## config.mk

```make
export PLATFORM = sky130hd
export DESIGN_NAME = mem_port_arbiter
export DESIGN_NICKNAME = d
export VERILOG_FILES = /design/src/rtl/mem_port_arbiter_pkg.sv /design/src/rtl/mem_arb_pick.sv /design/src/rtl/mem_port_arbiter.sv
export SDC_FILE = /design/constraint.sdc
export NUM_CORES = 1
export LEC_CHECK = 0
export CAP_MARGIN = 0
export CORE_UTILIZATION = 35
export DETAILED_ROUTE_END_ITERATION = 16
export GPL_TIMING_DRIVEN = 1
export PLACE_DENSITY_LB_ADDON = 0.25
export SLEW_MARGIN = 15
export SYNTH_ARGS = -nofsm -noshare
export SYNTH_HDL_FRONTEND = slang
export SYNTH_SLANG_ARGS = --single-unit
```

## constraint.sdc

```tcl
create_clock -name clk -period 2.6 [get_ports clk]
set_input_delay 0.39 -clock clk [delete_from_list [all_inputs] [get_ports clk]]
set_output_delay 0.39 -clock clk [all_outputs]
set_load 0.005 [all_outputs]
```

## src/rtl/mem_port_arbiter_pkg.sv

```systemverilog
// mem_port_arbiter_pkg: shared types and defaults for the memory port arbiter
package mem_port_arbiter_pkg;
  typedef enum logic [1:0] {IDLE, ISSUE, WAIT_RD} arb_state_t;
  typedef enum logic {IF, DATA} arb_owner_t;
  localparam int STARVE_LIMIT_DEF = 4;
endpackage

```

## src/rtl/mem_arb_pick.sv

```systemverilog
// mem_arb_pick: data-priority winner select with a fetch anti-starvation streak counter
module mem_arb_pick
  import mem_port_arbiter_pkg::*;
#(
  parameter int STARVE_LIMIT = STARVE_LIMIT_DEF
) (
  input  logic clk,
  input  logic rst,
  input  logic if_req,
  input  logic d_req,
  input  logic if_gnt,
  input  logic d_gnt,
  output logic if_win,
  output logic d_win
);
  localparam int SW = (STARVE_LIMIT < 1) ? 1 : $clog2(STARVE_LIMIT + 1);
  localparam logic [SW-1:0] SAT = SW'(STARVE_LIMIT);
  logic [SW-1:0] streak;
  // fetch wins when alone or once data has won SAT times in a row over it
  always_comb begin
    if_win = if_req && (!d_req || (STARVE_LIMIT > 0 && streak == SAT));
    d_win = d_req && !if_win;
  end
  // streak counts data grants taken while fetch waits, saturating
  always_ff @(posedge clk) begin
    if (rst || !if_req || if_gnt) streak <= '0;
    else if (d_gnt && streak != SAT) streak <= streak + 1'b1;
  end
endmodule

```

## src/rtl/mem_port_arbiter.sv

```systemverilog
// mem_port_arbiter: shares one variable-latency memory between fetch and data ports (stats counters under MEM_ARB_STATS_EN)
module mem_port_arbiter
  import mem_port_arbiter_pkg::*;
#(
  parameter int ADDR_W = 32,
  parameter int DATA_W = 32,
  parameter int STARVE_LIMIT = STARVE_LIMIT_DEF
) (
  input  logic              clk,
  input  logic              rst,
  input  logic              if_req,
  input  logic [ADDR_W-1:0] if_addr,
  output logic              if_gnt,
  output logic              if_rvalid,
  output logic [DATA_W-1:0] if_rdata,
  input  logic              d_req,
  input  logic              d_we,
  input  logic [ADDR_W-1:0] d_addr,
  input  logic [DATA_W-1:0] d_wdata,
  output logic              d_gnt,
  output logic              d_rvalid,
  output logic [DATA_W-1:0] d_rdata,
  output logic              mem_req,
  output logic              mem_we,
  output logic [ADDR_W-1:0] mem_addr,
  output logic [DATA_W-1:0] mem_wdata,
  input  logic              mem_ready,
  input  logic              mem_rvalid,
  input  logic [DATA_W-1:0] mem_rdata
`ifdef MEM_ARB_STATS_EN
  ,
  output logic [31:0]       stat_if_wait,
  output logic [31:0]       stat_d_wait
`endif
);
  arb_state_t state, state_d;
  arb_owner_t owner, owner_d;
  logic req_d, we_d, if_win, d_win, acc, rsp;
  logic [ADDR_W-1:0] addr_d;
  logic [DATA_W-1:0] wdata_d;

  mem_arb_pick #(.STARVE_LIMIT(STARVE_LIMIT)) u_pick (
    .clk(clk), .rst(rst), .if_req(if_req), .d_req(d_req),
    .if_gnt(if_gnt), .d_gnt(d_gnt), .if_win(if_win), .d_win(d_win)
  );

  // handshakes are suppressed during reset so nothing leaks from an aborted transaction
  always_comb begin
    acc = !rst && state == ISSUE && mem_ready;
    rsp = !rst && state == WAIT_RD && mem_rvalid;
    if_gnt = acc && owner == IF;
    d_gnt = acc && owner == DATA;
    if_rvalid = rsp && owner == IF;
    d_rvalid = rsp && owner == DATA;
    if_rdata = if_rvalid ? mem_rdata : '0;
    d_rdata = d_rvalid ? mem_rdata : '0;
  end

  // next-state: latch winner in IDLE, hold until ready, then wait for read data
  always_comb begin
    state_d = state;
    owner_d = owner;
    req_d = mem_req;
    we_d = mem_we;
    addr_d = mem_addr;
    wdata_d = mem_wdata;
    if (state == IDLE && (if_win || d_win)) begin
      state_d = ISSUE;
      owner_d = if_win ? IF : DATA;
      req_d = 1'b1;
      we_d = if_win ? 1'b0 : d_we;
      addr_d = if_win ? if_addr : d_addr;
      wdata_d = if_win ? '0 : d_wdata;
    end else if (state == ISSUE && mem_ready) begin
      req_d = 1'b0;
      state_d = (owner == DATA && mem_we) ? IDLE : WAIT_RD;
    end else if (state == WAIT_RD && mem_rvalid) begin
      state_d = IDLE;
    end
  end

  // FSM and registered memory request fields
  always_ff @(posedge clk) begin
    if (rst) begin
      state <= IDLE;
      owner <= DATA;
      mem_req <= 1'b0;
      mem_we <= 1'b0;
      mem_addr <= '0;
      mem_wdata <= '0;
    end else begin
      state <= state_d;
      owner <= owner_d;
      mem_req <= req_d;
      mem_we <= we_d;
      mem_addr <= addr_d;
      mem_wdata <= wdata_d;
    end
  end

`ifdef MEM_ARB_STATS_EN
  // wrapping counts of cycles each port spends requesting without a grant
  always_ff @(posedge clk) begin
    if (rst) begin
      stat_if_wait <= '0;
      stat_d_wait <= '0;
    end else begin
      stat_if_wait <= stat_if_wait + {31'b0, if_req && !if_gnt};
      stat_d_wait <= stat_d_wait + {31'b0, d_req && !d_gnt};
    end
  end
`endif
endmodule

```

==> results.json <==
{
  "cts_hold_buf": 0,
  "synth.area.top_cells": "dfxtp_1 38%, and2_1 11%, a221o_1 8.5%",
  "io_buffers": 268,
  "drv_slew": 0,
  "yosys-mux-area-fraction": 0,
  "rsz0062_at_grt": "yes",
  "clkSlewWorstSetupHoldPaths_ns": 0.08,
  "synth_top_family_by_area": "simple AND/OR/NAND/NOR gates",
  "crit_top_cell": "clkdlybuf4s50_1",
  "cts_buffers": 9,
  "area_growth_pct": 81.48,
  "fill_cells": 844,
  "drt-initial-drc-count": 198,
  "cts_sinks": 72,
  "gp_congestion": 0.7648,
  "max_slew_margin": 0.5767,
  "syn_area_um2": 3762,
  "slowest_stage": "clkdlybuf4s50_1",
  "crit_fanout": 33,
  "hold_depth": 3,
  "synth-compound-area-share": 0.1912,
  "antenna_found_initial": 1,
  "worst_hold_slack_ns": 0.4598,
  "synth_nets": 530,
  "grt_overflow": 0,
  "fin_crit_sh": 0.9730,
  "drtAntennaViolNets": 0,
  "total_leakage_power_nw": 2.821,
  "final_cell_mix": "251 x clkdlybuf4s50_1, 71 x dfxtp_1, 65 x and2_1",
  "grt_pass1_wl_mm": 21.13,
  "fin_tns_setup_ns": 0,
  "ys_seq_area_frac": 0.3831,
  "crit_cells": 6,
  "die_w_um": 105.7,
  "place_inst": 766,
  "synth_top_area_share": 0.3831,
  "power.share.clock": 0.283,
  "synth_top_cell_by_area": "dfxtp_1",
  "timing.fmax_ghz": 0.3953,
  "syn-mean-instance-area_um2": 9.573,
  "tightest_slew_ns": 0.6350,
  "first_global_vias": 4165,
  "synth_adder_area_share": 0.006651,
  "setup_viol": 0,
  "p_int_w": 0.002113,
  "startpoint_type": "input pin",
  "drv_cap": 0,
  "path_cells": "clkdlybuf4s50_1, nand3b_1, nor3_2, buf_12, and2_1, clkdlybuf4s50_1",
  "switching_share": 0.2943,
  "place_hpwl_mm": 9.806,
  "yosysWarnings": 0,
  "boundaryPins": 269,
  "drive_above_1_share": 0.06347,
  "wl_mm": 13.78,
  "cts-root-buf": "clkbuf_8",
  "cts_buffer_depth": 2,
  "synth_xor_area_frac": 0,
  "cpPeakStageDelay_ns": 0.52,
  "cp.required_ns": 2.21,
  "yosys.area_share.simple": 0.3578,
  "clock_skew_ns": 0.01434,
  "status": "completed",
  "die-area_um2": 11170,
  "crit_family": "buffers and inverters",
  "max-vdd-ir-drop_mv": 0.2283,
  "critPathBufInv": 3,
  "routedWlPerCell_um": 17.60,
  "final_common_cell": "clkdlybuf4s50_1",
  "viasPerCell": 5.258,
  "finalHoldViolCount": 0,
  "tritoncts": "built",
  "hold_class": "in2reg",
  "synth_seq_cells": 72,
  "start_util": 0.3628,
  "power-per-cell-area_nw_per_um2": 438.4,
  "rows": 37,
  "reg2reg_depth": 6,
  "remaining_drc_errors": 0,
  "layout_setup_ws_ns": 0.07031,
  "grt_start_max_net_pins": 64,
  "post_layout_nonfiller_instances": 783,
  "place_ws_ns": 0.06306,
  "final_nets": 778,
  "insertion_delay_ns": 0.37,
  "period_needed_ns": 2.530,
  "pwr-share-seq": 0.430,
  "cp_data_arrival_time_ns": 2.14,
  "core_area_um2": 10370,
  "p_comb_frac": 0.286,
  "first_pass_iters": 4,
  "h-tree-depth": 3,
  "syn_inst": 393,
  "switchingPower_w": 0.0008809,
  "grtUsageTotal": 0.2388,
  "dieHeight_um": 105.7,
  "vias": 4117,
  "end_kind": "output port",
  "synth_cell_types": 34,
  "criticalPathCategory": "in2out"
}
cell usage after synthesis:
cell type / count
dfxtp_1: 72
and2_1: 65
nor2b_1: 34
a22o_1: 33
clkbuf_1: 33
a221o_1: 32
and4_1: 32
nor4b_1: 32
buf_2: 7
a21oi_1: 6
buf_6: 5
nand2_1: 5
nand3b_1: 4
inv_1: 3
nand2b_1: 3
nor2_1: 3
nor3_1: 3
a21o_1: 2
ha_1: 2
nand4_1: 2
o31ai_1: 2
a2111oi_4: 1
a211oi_1: 1
a21bo_2: 1
and3b_1: 1
and4b_1: 1
buf_1: 1
nand3_1: 1
nor3b_1: 1
nor4bb_1: 1
o21ai_0: 1
or2_1: 1
or2_2: 1
or3_1: 1
cell families (layout without fill, tap and decap cells):
| group | count (synthesis) | after routing |
|---|---|---|
| buffers and inverters | 49 | 302 |
| other | 0 | 1 |
| adder cells (fa/ha/maj) | 2 | 2 |
| AO/OA/AOI/OAI | 79 | 79 |
| flip-flops | 72 | 72 |
| AND/OR/NAND/NOR | 191 | 191 |
worst reg2reg max path: stages, from the launching register on:
cell and delay [ns]:
dfxtp_1 0.36, inv_1 0.07, ha_1 0.23, a21bo_2 0.33, a2111oi_4 0.44, buf_12 0.24, a22o_1 0.17
per-stage QoR:
stage                     total power [W]    util  instance area, um^2
final                            0.002993  0.6584                 6828
after global routing             0.003138  0.6584                 6828
after CTS                        0.003016  0.6536                 6778
after detailed placement         0.002168  0.6357                 6593
after global placement           0.002151  0.6357                 6593
after floorplan                  0.001634       -                 3762
routing by layer:
metal	up-vias	GRT usage	share of wire
li1	1969	-	-
met1	1962	0.2722	0.39
met2	164	0.4225	0.52
met3	22	0.06184	0.070
met4	0	0.09524	0.022
met5	-	0	0
worst paths after layout:
kind	endpoint	from	slack (ns)
worst max-delay path	if_rdata[5]	mem_rvalid	0.07
worst min-delay path	state[1]	rst	0.46
worst max register to register	mem_wdata[26]	u_pick.streak[0]	0.71
worst min register to register	mem_wdata[24]	mem_wdata[24]	0.48
flip-flops by register name (all words and copies together), names as in the netlist:
name	count
mem_addr	32
mem_req	1
mem_wdata	32
mem_we	1
owner	1
state	2
u_pick.streak	3
area by class of cell:
| type | count | area (um^2) | share of cell area |
|---|---|---|---|
| tap | 136 | 170.2 | 0.02492 |
| multi-input combinational | 272 | 2123 | 0.3110 |
| timing repair buffer | 283 | 2893 | 0.4237 |
| inverter | 3 | 11.26 | 0.001649 |
| clock inverter | 7 | 61.31 | 0.008979 |
| antenna | 1 | 2.502 | 0.0003665 |
| clock buffer | 9 | 123.9 | 0.01814 |
| sequential | 72 | 1443 | 0.2113 |
timing repair:
action	CTS	global route
setup endpoints to repair	0	53
buffers inserted	0	0
gates resized for setup	0	18
power by group through the flow:
stage | Clock [W] | Sequential, W | Combinational [W]
2_1_floorplan | 0 | 0.00131 | 0.000327
3_3_place_gp | 0 | 0.00131 | 0.000846
3_5_place_dp | 0 | 0.00131 | 0.000858
4_1_cts | 0.000866 | 0.00129 | 0.000863
5_1_grt | 0.000923 | 0.00130 | 0.000913
6_report | 0.000848 | 0.00129 | 0.000857
(Power assumes the default switching activity.)
